==> config.mk <==
export PLATFORM = sky130hd
export DESIGN_NAME = iob_vexriscv_axi_rd_arb_flat
export DESIGN_NICKNAME = d
export VERILOG_FILES = /design/src/rtl/iob_vexriscv_axi_rd_arb_if.sv /design/src/rtl/iob_vexriscv_axi_rd_arb.sv /design/src/flat_wrapper.sv
export SDC_FILE = /design/constraint.sdc
export NUM_CORES = 1
export LEC_CHECK = 0
export CAP_MARGIN = 40
export CORE_AREA = 2 2 123 125
export DETAILED_ROUTE_END_ITERATION = 16
export DIE_AREA = 0 0 125 127
export GPL_TIMING_DRIVEN = 0
export SLEW_MARGIN = 20
export SYNTH_ARGS = -nofsm -noshare
export SYNTH_HDL_FRONTEND = slang
export SYNTH_SLANG_ARGS = --single-unit
export TNS_END_PERCENT = 100
==> constraint.sdc <==
create_clock -name clk_i -period 2.1 [get_ports clk_i]
set_input_delay 0.21 -clock clk_i [delete_from_list [all_inputs] [get_ports clk_i]]
set_output_delay 0.21 -clock clk_i [all_outputs]
set_load 0.02 [all_outputs]
==> src/rtl/iob_vexriscv_axi_rd_arb_if.sv <==
// AXI4 read-only channel bundle (AR + R) shared by the two CPU-side masters
// and the memory-side port of iob_vexriscv_axi_rd_arb.
interface iob_vexriscv_axi_rd_arb_if #(
  parameter int ADDR_W = 32,
  parameter int DATA_W = 32,
  parameter int ID_W   = 1,
  parameter int LEN_W  = 8
);
  // Handshake rule for both channels: a transfer happens on the rising clock
  // edge where valid and ready are both high; once valid is raised the source
  // holds valid and its payload stable until that edge, and valid never waits
  // on ready.
  logic              arvalid;
  logic              arready;
  logic [ADDR_W-1:0] araddr;
  logic [ID_W-1:0]   arid;
  logic [LEN_W-1:0]  arlen;
  logic [2:0]        arsize;
  logic [1:0]        arburst;
  logic [1:0]        arlock;
  logic [3:0]        arcache;
  logic [3:0]        arqos;
  logic [2:0]        arprot;

  logic              rvalid;
  logic              rready;
  logic [DATA_W-1:0] rdata;
  logic [ID_W-1:0]   rid;
  logic [1:0]        rresp;
  logic              rlast;

  modport master (
    output arvalid, araddr, arid, arlen, arsize, arburst, arlock, arcache,
           arqos, arprot, rready,
    input  arready, rvalid, rdata, rid, rresp, rlast
  );

  modport slave (
    input  arvalid, araddr, arid, arlen, arsize, arburst, arlock, arcache,
           arqos, arprot, rready,
    output arready, rvalid, rdata, rid, rresp, rlast
  );
endinterface

==> src/rtl/iob_vexriscv_axi_rd_arb.sv <==
// Round-robin arbiter sharing one AXI4 read port between the VexRiscv iBus
// (m0) and dBus (m1); one burst in flight, R routed by grant, length checked.
module iob_vexriscv_axi_rd_arb #(
  parameter int ADDR_W = 32,
  parameter int DATA_W = 32,
  parameter int ID_W   = 1,
  parameter int LEN_W  = 8
) (
  input  logic                  clk_i,
  input  logic                  cke_i,
  input  logic                  arst_n_i,
  iob_vexriscv_axi_rd_arb_if.slave  m0,
  iob_vexriscv_axi_rd_arb_if.slave  m1,
  iob_vexriscv_axi_rd_arb_if.master s,
  output logic                  err_o,
  input  logic                  err_clr_i,
  output logic [1:0]            dbg_state_o,
  output logic [LEN_W:0]        dbg_beat_cnt_o
);

  typedef enum logic [1:0] {
    ST_IDLE = 2'd0,
    ST_ADDR = 2'd1,
    ST_DATA = 2'd2
  } state_t;

  localparam logic [LEN_W:0] CNT_ONE = {{LEN_W{1'b0}}, 1'b1};

  state_t           r_state;
  logic             r_gnt;
  logic             r_last_gnt;
  logic [LEN_W:0]   r_beat_cnt;
  logic [LEN_W-1:0] r_arlen;
  logic             r_err;

  logic             w_in_addr;
  logic             w_in_data;
  logic             w_any_req;
  logic             w_pick;
  logic             w_ar_hs;
  logic             w_r_hs;
  logic [LEN_W-1:0] w_gnt_arlen;
  logic [LEN_W:0]   w_beat_num;
  logic [LEN_W:0]   w_exp_beats;
  logic             w_err_set;

  assign w_in_addr = (r_state == ST_ADDR);
  assign w_in_data = (r_state == ST_DATA);
  assign w_any_req = m0.arvalid | m1.arvalid;

  // m1 wins when alone, or on a tie when m0 was the one served last.
  assign w_pick = m1.arvalid & (~m0.arvalid | ~r_last_gnt);

  assign w_ar_hs     = s.arvalid & s.arready;
  assign w_r_hs      = s.rvalid & s.rready;
  assign w_gnt_arlen = r_gnt ? m1.arlen : m0.arlen;
  assign w_beat_num  = r_beat_cnt + CNT_ONE;
  assign w_exp_beats = {1'b0, r_arlen} + CNT_ONE;

  // rlast on the wrong beat, or the expected final beat arriving without it.
  assign w_err_set = w_in_data & w_r_hs &
                     ((s.rlast & (w_beat_num != w_exp_beats)) |
                      (~s.rlast & (w_beat_num == w_exp_beats)));

  always_ff @(posedge clk_i or negedge arst_n_i) begin
    if (!arst_n_i) begin
      r_state    <= ST_IDLE;
      r_gnt      <= 1'b0;
      r_last_gnt <= 1'b1;
      r_beat_cnt <= '0;
      r_arlen    <= '0;
      r_err      <= 1'b0;
    end else if (cke_i) begin
      case (r_state)
        ST_IDLE: begin
          if (w_any_req) begin
            r_gnt      <= w_pick;
            r_last_gnt <= w_pick;
            r_state    <= ST_ADDR;
          end
        end
        ST_ADDR: begin
          if (w_ar_hs) begin
            r_beat_cnt <= '0;
            r_arlen    <= w_gnt_arlen;
            r_state    <= ST_DATA;
          end
        end
        ST_DATA: begin
          if (w_r_hs) begin
            r_beat_cnt <= w_beat_num;
            if (s.rlast) begin
              r_state <= ST_IDLE;
            end
          end
        end
        default: r_state <= ST_IDLE;
      endcase

      if (w_err_set) begin
        r_err <= 1'b1;
      end else if (err_clr_i) begin
        r_err <= 1'b0;
      end
    end
  end

  assign err_o          = r_err;
  assign dbg_state_o    = r_state;
  assign dbg_beat_cnt_o = r_beat_cnt;

  // Memory-side AR: granted master's request, forced to zero outside ADDR.
  always_comb begin
    s.arvalid = 1'b0;
    s.araddr  = '0;
    s.arid    = '0;
    s.arlen   = '0;
    s.arsize  = '0;
    s.arburst = '0;
    s.arlock  = '0;
    s.arcache = '0;
    s.arqos   = '0;
    s.arprot  = '0;
    if (w_in_addr) begin
      if (r_gnt) begin
        s.arvalid = m1.arvalid;
        s.araddr  = m1.araddr;
        s.arid    = m1.arid;
        s.arlen   = m1.arlen;
        s.arsize  = m1.arsize;
        s.arburst = m1.arburst;
        s.arlock  = m1.arlock;
        s.arcache = m1.arcache;
        s.arqos   = m1.arqos;
        s.arprot  = m1.arprot;
      end else begin
        s.arvalid = m0.arvalid;
        s.araddr  = m0.araddr;
        s.arid    = m0.arid;
        s.arlen   = m0.arlen;
        s.arsize  = m0.arsize;
        s.arburst = m0.arburst;
        s.arlock  = m0.arlock;
        s.arcache = m0.arcache;
        s.arqos   = m0.arqos;
        s.arprot  = m0.arprot;
      end
    end
  end

  assign m0.arready = w_in_addr & ~r_gnt & s.arready;
  assign m1.arready = w_in_addr &  r_gnt & s.arready;

  assign s.rready = w_in_data & (r_gnt ? m1.rready : m0.rready);

  // R channel is a pure pass-through to whichever master holds the grant.
  always_comb begin
    m0.rvalid = 1'b0;
    m0.rdata  = '0;
    m0.rid    = '0;
    m0.rresp  = '0;
    m0.rlast  = 1'b0;
    if (w_in_data && !r_gnt) begin
      m0.rvalid = s.rvalid;
      m0.rdata  = s.rdata;
      m0.rid    = s.rid;
      m0.rresp  = s.rresp;
      m0.rlast  = s.rlast;
    end
  end

  always_comb begin
    m1.rvalid = 1'b0;
    m1.rdata  = '0;
    m1.rid    = '0;
    m1.rresp  = '0;
    m1.rlast  = 1'b0;
    if (w_in_data && r_gnt) begin
      m1.rvalid = s.rvalid;
      m1.rdata  = s.rdata;
      m1.rid    = s.rid;
      m1.rresp  = s.rresp;
      m1.rlast  = s.rlast;
    end
  end

endmodule
==> src/flat_wrapper.sv <==
// flat-port wrapper written by rule: the top's interface ports become plain ports
module iob_vexriscv_axi_rd_arb_flat 
#(
  parameter int ADDR_W = 32,
  parameter int DATA_W = 32,
  parameter int ID_W   = 1,
  parameter int LEN_W  = 8
)
  (clk_i, cke_i, arst_n_i, err_o, err_clr_i, dbg_state_o, dbg_beat_cnt_o, m0_arvalid, m0_araddr, m0_arid, m0_arlen, m0_arsize, m0_arburst, m0_arlock, m0_arcache, m0_arqos, m0_arprot, m0_rready, m0_arready, m0_rvalid, m0_rdata, m0_rid, m0_rresp, m0_rlast, m1_arvalid, m1_araddr, m1_arid, m1_arlen, m1_arsize, m1_arburst, m1_arlock, m1_arcache, m1_arqos, m1_arprot, m1_rready, m1_arready, m1_rvalid, m1_rdata, m1_rid, m1_rresp, m1_rlast, s_arvalid, s_araddr, s_arid, s_arlen, s_arsize, s_arburst, s_arlock, s_arcache, s_arqos, s_arprot, s_rready, s_arready, s_rvalid, s_rdata, s_rid, s_rresp, s_rlast);
  iob_vexriscv_axi_rd_arb_if #(.ADDR_W(ADDR_W), .DATA_W(DATA_W), .ID_W(ID_W), .LEN_W(LEN_W)) m0_i ();
  iob_vexriscv_axi_rd_arb_if #(.ADDR_W(ADDR_W), .DATA_W(DATA_W), .ID_W(ID_W), .LEN_W(LEN_W)) m1_i ();
  iob_vexriscv_axi_rd_arb_if #(.ADDR_W(ADDR_W), .DATA_W(DATA_W), .ID_W(ID_W), .LEN_W(LEN_W)) s_i ();
  input  logic clk_i;
  input  logic cke_i;
  input  logic arst_n_i;
  output logic err_o;
  input  logic err_clr_i;
  output logic [1:0] dbg_state_o;
  output logic [LEN_W:0] dbg_beat_cnt_o;
  input wire logic [$bits(m0_i.arvalid)-1:0] m0_arvalid;
  input wire logic [$bits(m0_i.araddr)-1:0] m0_araddr;
  input wire logic [$bits(m0_i.arid)-1:0] m0_arid;
  input wire logic [$bits(m0_i.arlen)-1:0] m0_arlen;
  input wire logic [$bits(m0_i.arsize)-1:0] m0_arsize;
  input wire logic [$bits(m0_i.arburst)-1:0] m0_arburst;
  input wire logic [$bits(m0_i.arlock)-1:0] m0_arlock;
  input wire logic [$bits(m0_i.arcache)-1:0] m0_arcache;
  input wire logic [$bits(m0_i.arqos)-1:0] m0_arqos;
  input wire logic [$bits(m0_i.arprot)-1:0] m0_arprot;
  input wire logic [$bits(m0_i.rready)-1:0] m0_rready;
  output wire logic [$bits(m0_i.arready)-1:0] m0_arready;
  output wire logic [$bits(m0_i.rvalid)-1:0] m0_rvalid;
  output wire logic [$bits(m0_i.rdata)-1:0] m0_rdata;
  output wire logic [$bits(m0_i.rid)-1:0] m0_rid;
  output wire logic [$bits(m0_i.rresp)-1:0] m0_rresp;
  output wire logic [$bits(m0_i.rlast)-1:0] m0_rlast;
  input wire logic [$bits(m1_i.arvalid)-1:0] m1_arvalid;
  input wire logic [$bits(m1_i.araddr)-1:0] m1_araddr;
  input wire logic [$bits(m1_i.arid)-1:0] m1_arid;
  input wire logic [$bits(m1_i.arlen)-1:0] m1_arlen;
  input wire logic [$bits(m1_i.arsize)-1:0] m1_arsize;
  input wire logic [$bits(m1_i.arburst)-1:0] m1_arburst;
  input wire logic [$bits(m1_i.arlock)-1:0] m1_arlock;
  input wire logic [$bits(m1_i.arcache)-1:0] m1_arcache;
  input wire logic [$bits(m1_i.arqos)-1:0] m1_arqos;
  input wire logic [$bits(m1_i.arprot)-1:0] m1_arprot;
  input wire logic [$bits(m1_i.rready)-1:0] m1_rready;
  output wire logic [$bits(m1_i.arready)-1:0] m1_arready;
  output wire logic [$bits(m1_i.rvalid)-1:0] m1_rvalid;
  output wire logic [$bits(m1_i.rdata)-1:0] m1_rdata;
  output wire logic [$bits(m1_i.rid)-1:0] m1_rid;
  output wire logic [$bits(m1_i.rresp)-1:0] m1_rresp;
  output wire logic [$bits(m1_i.rlast)-1:0] m1_rlast;
  output wire logic [$bits(s_i.arvalid)-1:0] s_arvalid;
  output wire logic [$bits(s_i.araddr)-1:0] s_araddr;
  output wire logic [$bits(s_i.arid)-1:0] s_arid;
  output wire logic [$bits(s_i.arlen)-1:0] s_arlen;
  output wire logic [$bits(s_i.arsize)-1:0] s_arsize;
  output wire logic [$bits(s_i.arburst)-1:0] s_arburst;
  output wire logic [$bits(s_i.arlock)-1:0] s_arlock;
  output wire logic [$bits(s_i.arcache)-1:0] s_arcache;
  output wire logic [$bits(s_i.arqos)-1:0] s_arqos;
  output wire logic [$bits(s_i.arprot)-1:0] s_arprot;
  output wire logic [$bits(s_i.rready)-1:0] s_rready;
  input wire logic [$bits(s_i.arready)-1:0] s_arready;
  input wire logic [$bits(s_i.rvalid)-1:0] s_rvalid;
  input wire logic [$bits(s_i.rdata)-1:0] s_rdata;
  input wire logic [$bits(s_i.rid)-1:0] s_rid;
  input wire logic [$bits(s_i.rresp)-1:0] s_rresp;
  input wire logic [$bits(s_i.rlast)-1:0] s_rlast;
  assign m0_i.arvalid = m0_arvalid;
  assign m0_i.araddr = m0_araddr;
  assign m0_i.arid = m0_arid;
  assign m0_i.arlen = m0_arlen;
  assign m0_i.arsize = m0_arsize;
  assign m0_i.arburst = m0_arburst;
  assign m0_i.arlock = m0_arlock;
  assign m0_i.arcache = m0_arcache;
  assign m0_i.arqos = m0_arqos;
  assign m0_i.arprot = m0_arprot;
  assign m0_i.rready = m0_rready;
  assign m0_arready = m0_i.arready;
  assign m0_rvalid = m0_i.rvalid;
  assign m0_rdata = m0_i.rdata;
  assign m0_rid = m0_i.rid;
  assign m0_rresp = m0_i.rresp;
  assign m0_rlast = m0_i.rlast;
  assign m1_i.arvalid = m1_arvalid;
  assign m1_i.araddr = m1_araddr;
  assign m1_i.arid = m1_arid;
  assign m1_i.arlen = m1_arlen;
  assign m1_i.arsize = m1_arsize;
  assign m1_i.arburst = m1_arburst;
  assign m1_i.arlock = m1_arlock;
  assign m1_i.arcache = m1_arcache;
  assign m1_i.arqos = m1_arqos;
  assign m1_i.arprot = m1_arprot;
  assign m1_i.rready = m1_rready;
  assign m1_arready = m1_i.arready;
  assign m1_rvalid = m1_i.rvalid;
  assign m1_rdata = m1_i.rdata;
  assign m1_rid = m1_i.rid;
  assign m1_rresp = m1_i.rresp;
  assign m1_rlast = m1_i.rlast;
  assign s_arvalid = s_i.arvalid;
  assign s_araddr = s_i.araddr;
  assign s_arid = s_i.arid;
  assign s_arlen = s_i.arlen;
  assign s_arsize = s_i.arsize;
  assign s_arburst = s_i.arburst;
  assign s_arlock = s_i.arlock;
  assign s_arcache = s_i.arcache;
  assign s_arqos = s_i.arqos;
  assign s_arprot = s_i.arprot;
  assign s_rready = s_i.rready;
  assign s_i.arready = s_arready;
  assign s_i.rvalid = s_rvalid;
  assign s_i.rdata = s_rdata;
  assign s_i.rid = s_rid;
  assign s_i.rresp = s_rresp;
  assign s_i.rlast = s_rlast;
  iob_vexriscv_axi_rd_arb #(.ADDR_W(ADDR_W), .DATA_W(DATA_W), .ID_W(ID_W), .LEN_W(LEN_W)) u_core (.clk_i(clk_i), .cke_i(cke_i), .arst_n_i(arst_n_i), .m0(m0_i), .m1(m1_i), .s(s_i), .err_o(err_o), .err_clr_i(err_clr_i), .dbg_state_o(dbg_state_o), .dbg_beat_cnt_o(dbg_beat_cnt_o));
endmodule
==> results.json, run 1 <==
{
  "syn-instance-count": 373,
  "grt_max_degree": 15,
  "ant_nets": 0,
  "wl_met3_um": 1010,
  "grt_pass1_wl_um": 20800,
  "start_util_pct": 19.3,
  "synth-warning-count": 0,
  "drv_cap": 0,
  "cts_tree": "done",
  "final-hold-violation-count": 0,
  "via_per_inst": 4.36,
  "drt_iter0_drc": 169,
  "cts_root_buf": "clkbuf_16",
  "fin_area_sq_mm": 0.00644,
  "ys_ff_latch": 22,
  "p_per_area_mw_per_mm2": 974,
  "wl_per_cell_um": 15.9,
  "gp_congestion": 0.859,
  "skew_ns": 0.00476,
  "ys_seq_area_share_pct": 19.8,
  "cp_max_fo": 10,
  "core_area_sq_mm": 0.0144,
  "routed_wl_um": 14100,
  "cp_data_arrival_time_ns": 1.77,
  "path_class": "reg2out",
  "hold_class": "in2async",
  "rows": 44,
  "yosys.cell_count.top_type": "nor2_1",
  "cts_htree_levels": 1,
  "ff2ff_setup_slack_ns": 0.13,
  "setup_violations": 0,
  "clock_latency_ns": 0.26,
  "clockBufferDepth": 2,
  "final_nets": 868,
  "yosys_most_used_dff": "dfrtp_1",
  "synth_area_leaders": "mux2i_1 22%, dfrtp_1 19%, and2_1 17%",
  "fmax_mhz": 504,
  "clkTransAtPathRegs_ns": 0.06,
  "dr_total_vias": 3857,
  "synth.distinct_cells": 40,
  "dpl_cell_area_sq_mm": 0.00615,
  "period_needed_ns": 1.98,
  "fin_crit_sh_pct": 94.5,
  "synth_edf_count": 0,
  "first_global_vias": 3863,
  "start_kind": "register",
  "netlist_area_sq_mm": 0.00279,
  "cp-end-kind": "output pin",
  "slew_viol_final": 0,
  "die_h_um": 127,
  "holdBufCountCts": 0,
  "vdd_ir_drop_max_mv": 0.406,
  "drc": 0,
  "die_area_sq_mm": 0.0159,
  "io_pins": 313,
  "met2WireLength_um": 7740,
  "layout-drive-gt1-share_pct": 17.3,
  "synth_nets": 539,
  "synth_area_leader_cell": "mux2i_1",
  "syn_avg_cell_area_sq_um": 7.48,
  "routed.top_layer": "met4",
  "worstPathRequired_ns": 1.89,
  "grt_usage_pct": 16.3,
  "p_leak_nw": 3.26,
  "status": "finished, final reports clean",
  "synth_common_cells": "83 x nor2_1, 74 x and2_1, 60 x mux2i_1",
  "setup_tns_ns": 0,
  "synth_top_area_share_pct": 21.5,
  "cts.sinks": 22,
  "cts_buffers": 3,
  "antenna_found_initial": 0,
  "slew_headroom_pct": 65.1,
  "routedLengthMet1_um": 5070,
  "portBuffers": 311,
  "area_delta_synth_final_pct": 131,
  "dpl.hpwl_um": 12400,
  "async_flop_share_pct": 100,
  "antenna_cells": 0,
  "grt_setup_unrepaired": "no",
  "drt_pass1_iterations": 4,
  "worst_pin_slew_ns": 0.522,
  "overflow": 0,
  "die_x_um": 125
}
-- worst paths after layout --
kind                                                         from                                    to  depth (start not counted)
worst min-delay path                                     arst_n_i  u_core.dbg_beat_cnt_o[3]$_DFFE_PN0P_                          1
worst max register to register      u_core.r_arlen[1]$_DFFE_PN0P_              u_core.err_o$_DFFE_PN0P_                          7
max in group asynchronous                                arst_n_i         u_core.r_last_gnt$_DFFE_PN1P_                          2
worst min register to register      u_core.r_last_gnt$_DFFE_PN1P_         u_core.r_last_gnt$_DFFE_PN1P_                          2
min in group clk_i                                          cke_i         u_core.r_last_gnt$_DFFE_PN1P_                          3
worst max-delay path            u_core.dbg_state_o[0]$_DFFE_PN0P_                          m0_rdata[25]                          7
-- layout make-up --
cell class,instances,area (sq um)
Timing Repair Buffer,325,3170
Sequential cell,22,557
Multi-Input combinational cell,320,2190
Tap cell,184,230
Inverter,6,25.0
Clock buffer,3,75.1
Clock inverter,1,30.0
Buffer,24,165
Fill cell,1489,7980
-- stage by stage --
stage                     util (%)  worst slack [ns]  std cells  total power [mW]  hold slack [ns]
after floorplan                  -            0.0333        373              3.51          -0.0856
after global routing          44.7           0.00798        885              6.71            0.274
after global placement        42.5            -0.866        868              5.77            0.470
after CTS                     44.3            -0.164        877              6.28            0.270
after detailed placement      42.6            -0.825        869              5.80            0.479
final                         44.7             0.116        885              6.27            0.252
-- logic make-up after synthesis --
family / Yosys count / synth area share, %
compound gates: 39 / 8.70
mux: 61 / 21.9
simple gates: 200 / 36.8
fa+ha+maj: 2 / 0.897
buf+inv: 31 / 4.57
xor+xnor: 18 / 7.31
flops: 22 / 19.8
-- timing repair --
action,CTS,global route
buffers inserted,5,8
pin swaps,2,2
endpoints found under the setup margin,138,83
gates resized for setup,263,60
-- placed cells by master (no fill, tap or decap), types with 12 or more instances in the layout --
master / count
dlymetal6s2s_1: 24
o21ai_0: 12
dlygate4sd2_1: 53
clkdlybuf4s15_2: 34
nor2_1: 81
buf_4: 16
clkdlybuf4s50_1: 175
buf_2: 16
and2_1: 74
dfrtp_1: 17
mux2i_1: 54
-- flip-flops by register name, indices dropped and copies added, names as in the netlist --
signal / count
u_core.dbg_beat_cnt_o: 9
u_core.r_arlen: 8
u_core.dbg_state_o: 2
u_core.err_o: 1
u_core.r_gnt: 1
u_core.r_last_gnt: 1
-- report_power, final --
part / internal, mW / switching [mW]
clock: 0.379 / 0.164
combinational: 2.30 / 2.69
sequential: 0.565 / 0.184
total: 3.24 / 3.03
-- worst max-delay path, cell delays in order (launching register included) --
cell	delay, ns
dfrtp_2	0.46
inv_4	0.10
nand2_4	0.09
nor2_4	0.16
buf_4	0.14
clkbuf_4	0.17
and2_1	0.14
clkdlybuf4s15_2	0.26
-- routing by layer --
layer	vias to the layer above	track usage, %
met2	160	32.3
met4	0	3.59
met5	-	0
met3	16	3.56
li1	1917	-
met1	1764	17.4
No activity file was read; power rests on OpenSTA's default activity.
==> run 2, diff against run 1 <==
--- a/config.mk
+++ b/config.mk
@@ -7,6 +7,7 @@
 export LEC_CHECK = 0
 export CAP_MARGIN = 40
 export CORE_AREA = 2 2 123 125
+export CTS_CLUSTER_SIZE = 25
 export DETAILED_ROUTE_END_ITERATION = 16
 export DIE_AREA = 0 0 125 127
 export GPL_TIMING_DRIVEN = 0
==> results of run 2 <==
The final DEF is identical to that of run 1; final timing and power are the same.
==> run 3, diff against run 2 <==
--- a/config.mk
+++ b/config.mk
@@ -11,6 +11,7 @@
 export DETAILED_ROUTE_END_ITERATION = 16
 export DIE_AREA = 0 0 125 127
 export GPL_TIMING_DRIVEN = 0
+export SKIP_LAST_GASP = 1
 export SLEW_MARGIN = 20
 export SYNTH_ARGS = -nofsm -noshare
 export SYNTH_HDL_FRONTEND = slang
==> results.json, run 3 (synthesized netlist as in run 1, its figures left out) <==
{
  "cpMaxStageDelayCell": "clkdlybuf4s50_1",
  "slowest_delay_ns": 0.64,
  "cp_data_arrival_time_ns": 1.92,
  "die_h_um": 127,
  "start_util_pct": 19.3,
  "cts_buffers": 3,
  "fill_cells": 1482,
  "grtUsageMet3_pct": 3.56,
  "busiest_layer": "met2",
  "drt_pass1_iterations": 4,
  "use_met1_pct": 17.4,
  "ff2ff_setup_slack_ns": 0.13,
  "setup_violations": 4,
  "worst_pin_slew_ns": 0.524,
  "grt_setup_unrepaired": "yes",
  "overflow": 0,
  "grt_max_degree": 15,
  "start_kind": "register",
  "place_ws_ns": -0.825,
  "antenna_cells": 0,
  "switchingPower_mw": 3.03,
  "worstPathRequired_ns": 1.89,
  "drt_iter0_drc": 195,
  "grt_pass1_wl_um": 20800,
  "drv_cap": 0,
  "antenna_found_initial": 0,
  "clock_latency_ns": 0.26,
  "fmax_mhz": 471,
  "slew_headroom_pct": 64.9,
  "cts_htree_levels": 1,
  "final-hold-violation-count": 0,
  "placed_cells": 869,
  "io_pins": 313,
  "violations": "setup timing",
  "clockBufferDepth": 2,
  "final_nets": 867,
  "crit_chain": "buf_8 -> clkbuf_4 -> mux2i_1 -> nor2_1 -> clkdlybuf4s50_1",
  "share_comb_of_total_power_pct": 79.4,
  "wl_per_cell_um": 15.9,
  "fin_crit_sh_pct": 101,
  "worst_slack_ns": -0.0250,
  "internal_power_mw": 3.24,
  "swShare_pct": 48.4,
  "dpl.hpwl_um": 12400,
  "layout-drive-gt1-share_pct": 17.0,
  "final_cell_count_no_fill": 884,
  "clkTransAtPathRegs_ns": 0.06,
  "p_per_area_mw_per_mm2": 972,
  "slew_viol_final": 0,
  "hold_class": "in2async",
  "status": "complete, but fails checks",
  "p_leak_nw": 3.19,
  "dr_total_vias": 3850,
  "cts.sinks": 22,
  "portBuffers": 311,
  "core_area_sq_mm": 0.0144,
  "met2_usage_pct": 32.3,
  "via_per_inst": 4.36,
  "area_delta_synth_final_pct": 131,
  "period_needed_ns": 2.13,
  "die_x_um": 125,
  "holdBufCountCts": 0,
  "power_mw": 6.27,
  "clkPwrFrac_pct": 8.7,
  "vdd_ir_drop_max_mv": 0.488,
  "drc": 0,
  "ant_nets": 0,
  "first_global_vias": 3863,
  "cp_max_fo": 10,
  "gp_congestion": 0.859,
  "path_class": "reg2out",
  "skew_ns": 0.00514,
  "cp-end-kind": "output pin",
  "final_common_cell": "clkdlybuf4s50_1",
  "seqPwrFrac_pct": 12.0,
  "rows": 44,
  "cts_root_buf": "clkbuf_16",
  "routed_wl_um": 14000,
  "final_cell_mix": "179 x clkdlybuf4s50_1, 81 x nor2_1, 74 x and2_1, 54 x mux2i_1, 53 x dlygate4sd2_1",
  "die_area_sq_mm": 0.0159,
  "grt_usage_pct": 16.3,
  "cts_tree": "done",
  "largest_reg_flops": 9
}
[run 3: layer usage]
| layer | routed length (um) | vias to the layer above |
|---|---|---|
| met5 | 0 | - |
| met4 | 254 | 0 |
| met3 | 1030 | 17 |
| met2 | 7690 | 162 |
| met1 | 5040 | 1755 |
| li1 | - | 1916 |
[run 3: area by class of cell]
| class | instances | area, sq um | share of cell area, % |
|---|---|---|---|
| timing repair buffer | 324 | 3180 | 49.3 |
| multi-input combinational | 320 | 2190 | 33.9 |
| clock buffer | 3 | 75.1 | 1.16 |
| tap | 184 | 230 | 3.57 |
| clock inverter | 1 | 30.0 | 0.466 |
| buffer | 24 | 164 | 2.54 |
| inverter | 6 | 25.0 | 0.388 |
| sequential | 22 | 557 | 8.63 |
[run 3: critical path: cells and delay by family, from the launching register on]
kind / cells / cell delay [ns]
buffers and inverters: 3 / 1.02
flip-flops: 1 / 0.40
multiplexers: 1 / 0.15
AND/OR/NAND/NOR: 1 / 0.09
[run 3: path summary, 6_finish.rpt]
| kind | startpoint | cells after the start | to |
|---|---|---|---|
| worst max-delay path | u_core.r_gnt$_DFFE_PN0P_ | 5 | s_araddr[19] |
| worst min-delay path | arst_n_i | 1 | u_core.dbg_beat_cnt_o[3]$_DFFE_PN0P_ |
| worst max register to register | u_core.r_arlen[1]$_DFFE_PN0P_ | 7 | u_core.err_o$_DFFE_PN0P_ |
| worst min register to register | u_core.r_last_gnt$_DFFE_PN1P_ | 2 | u_core.r_last_gnt$_DFFE_PN1P_ |
| max in group asynchronous | arst_n_i | 2 | u_core.r_last_gnt$_DFFE_PN1P_ |
| min in group clk_i | cke_i | 3 | u_core.r_last_gnt$_DFFE_PN1P_ |
[run 3: power groups by stage]
stage	registers, mW	clock network, mW	logic (mW)
after floorplan	0.748	0	2.76
after global placement	0.746	0	5.02
after detailed placement	0.752	0	5.05
after CTS	0.763	0.551	4.95
after global routing	0.776	0.568	5.35
final	0.749	0.543	4.98
[run 3: metrics by stage]
step / hold slack, ns / utilization [%] / cell area (sq um) / setup TNS [ns]
floorplan: -0.0856 / - / 2790 / 0
global placement: 0.470 / 42.5 / 6130 / -65.79
detailed placement: 0.479 / 42.6 / 6150 / -63.50
CTS: 0.270 / 44.2 / 6380 / -3.73
global route: 0.274 / 44.7 / 6450 / -0.486
finish: 0.251 / 44.7 / 6450 / -0.0801
[run 3: timing repair]
item / in CTS / in global routing
setup endpoints to repair: 138 / 96
setup buffers: 5 / 7
pin swaps: 2 / 2
gates resized for setup: 256 / 53
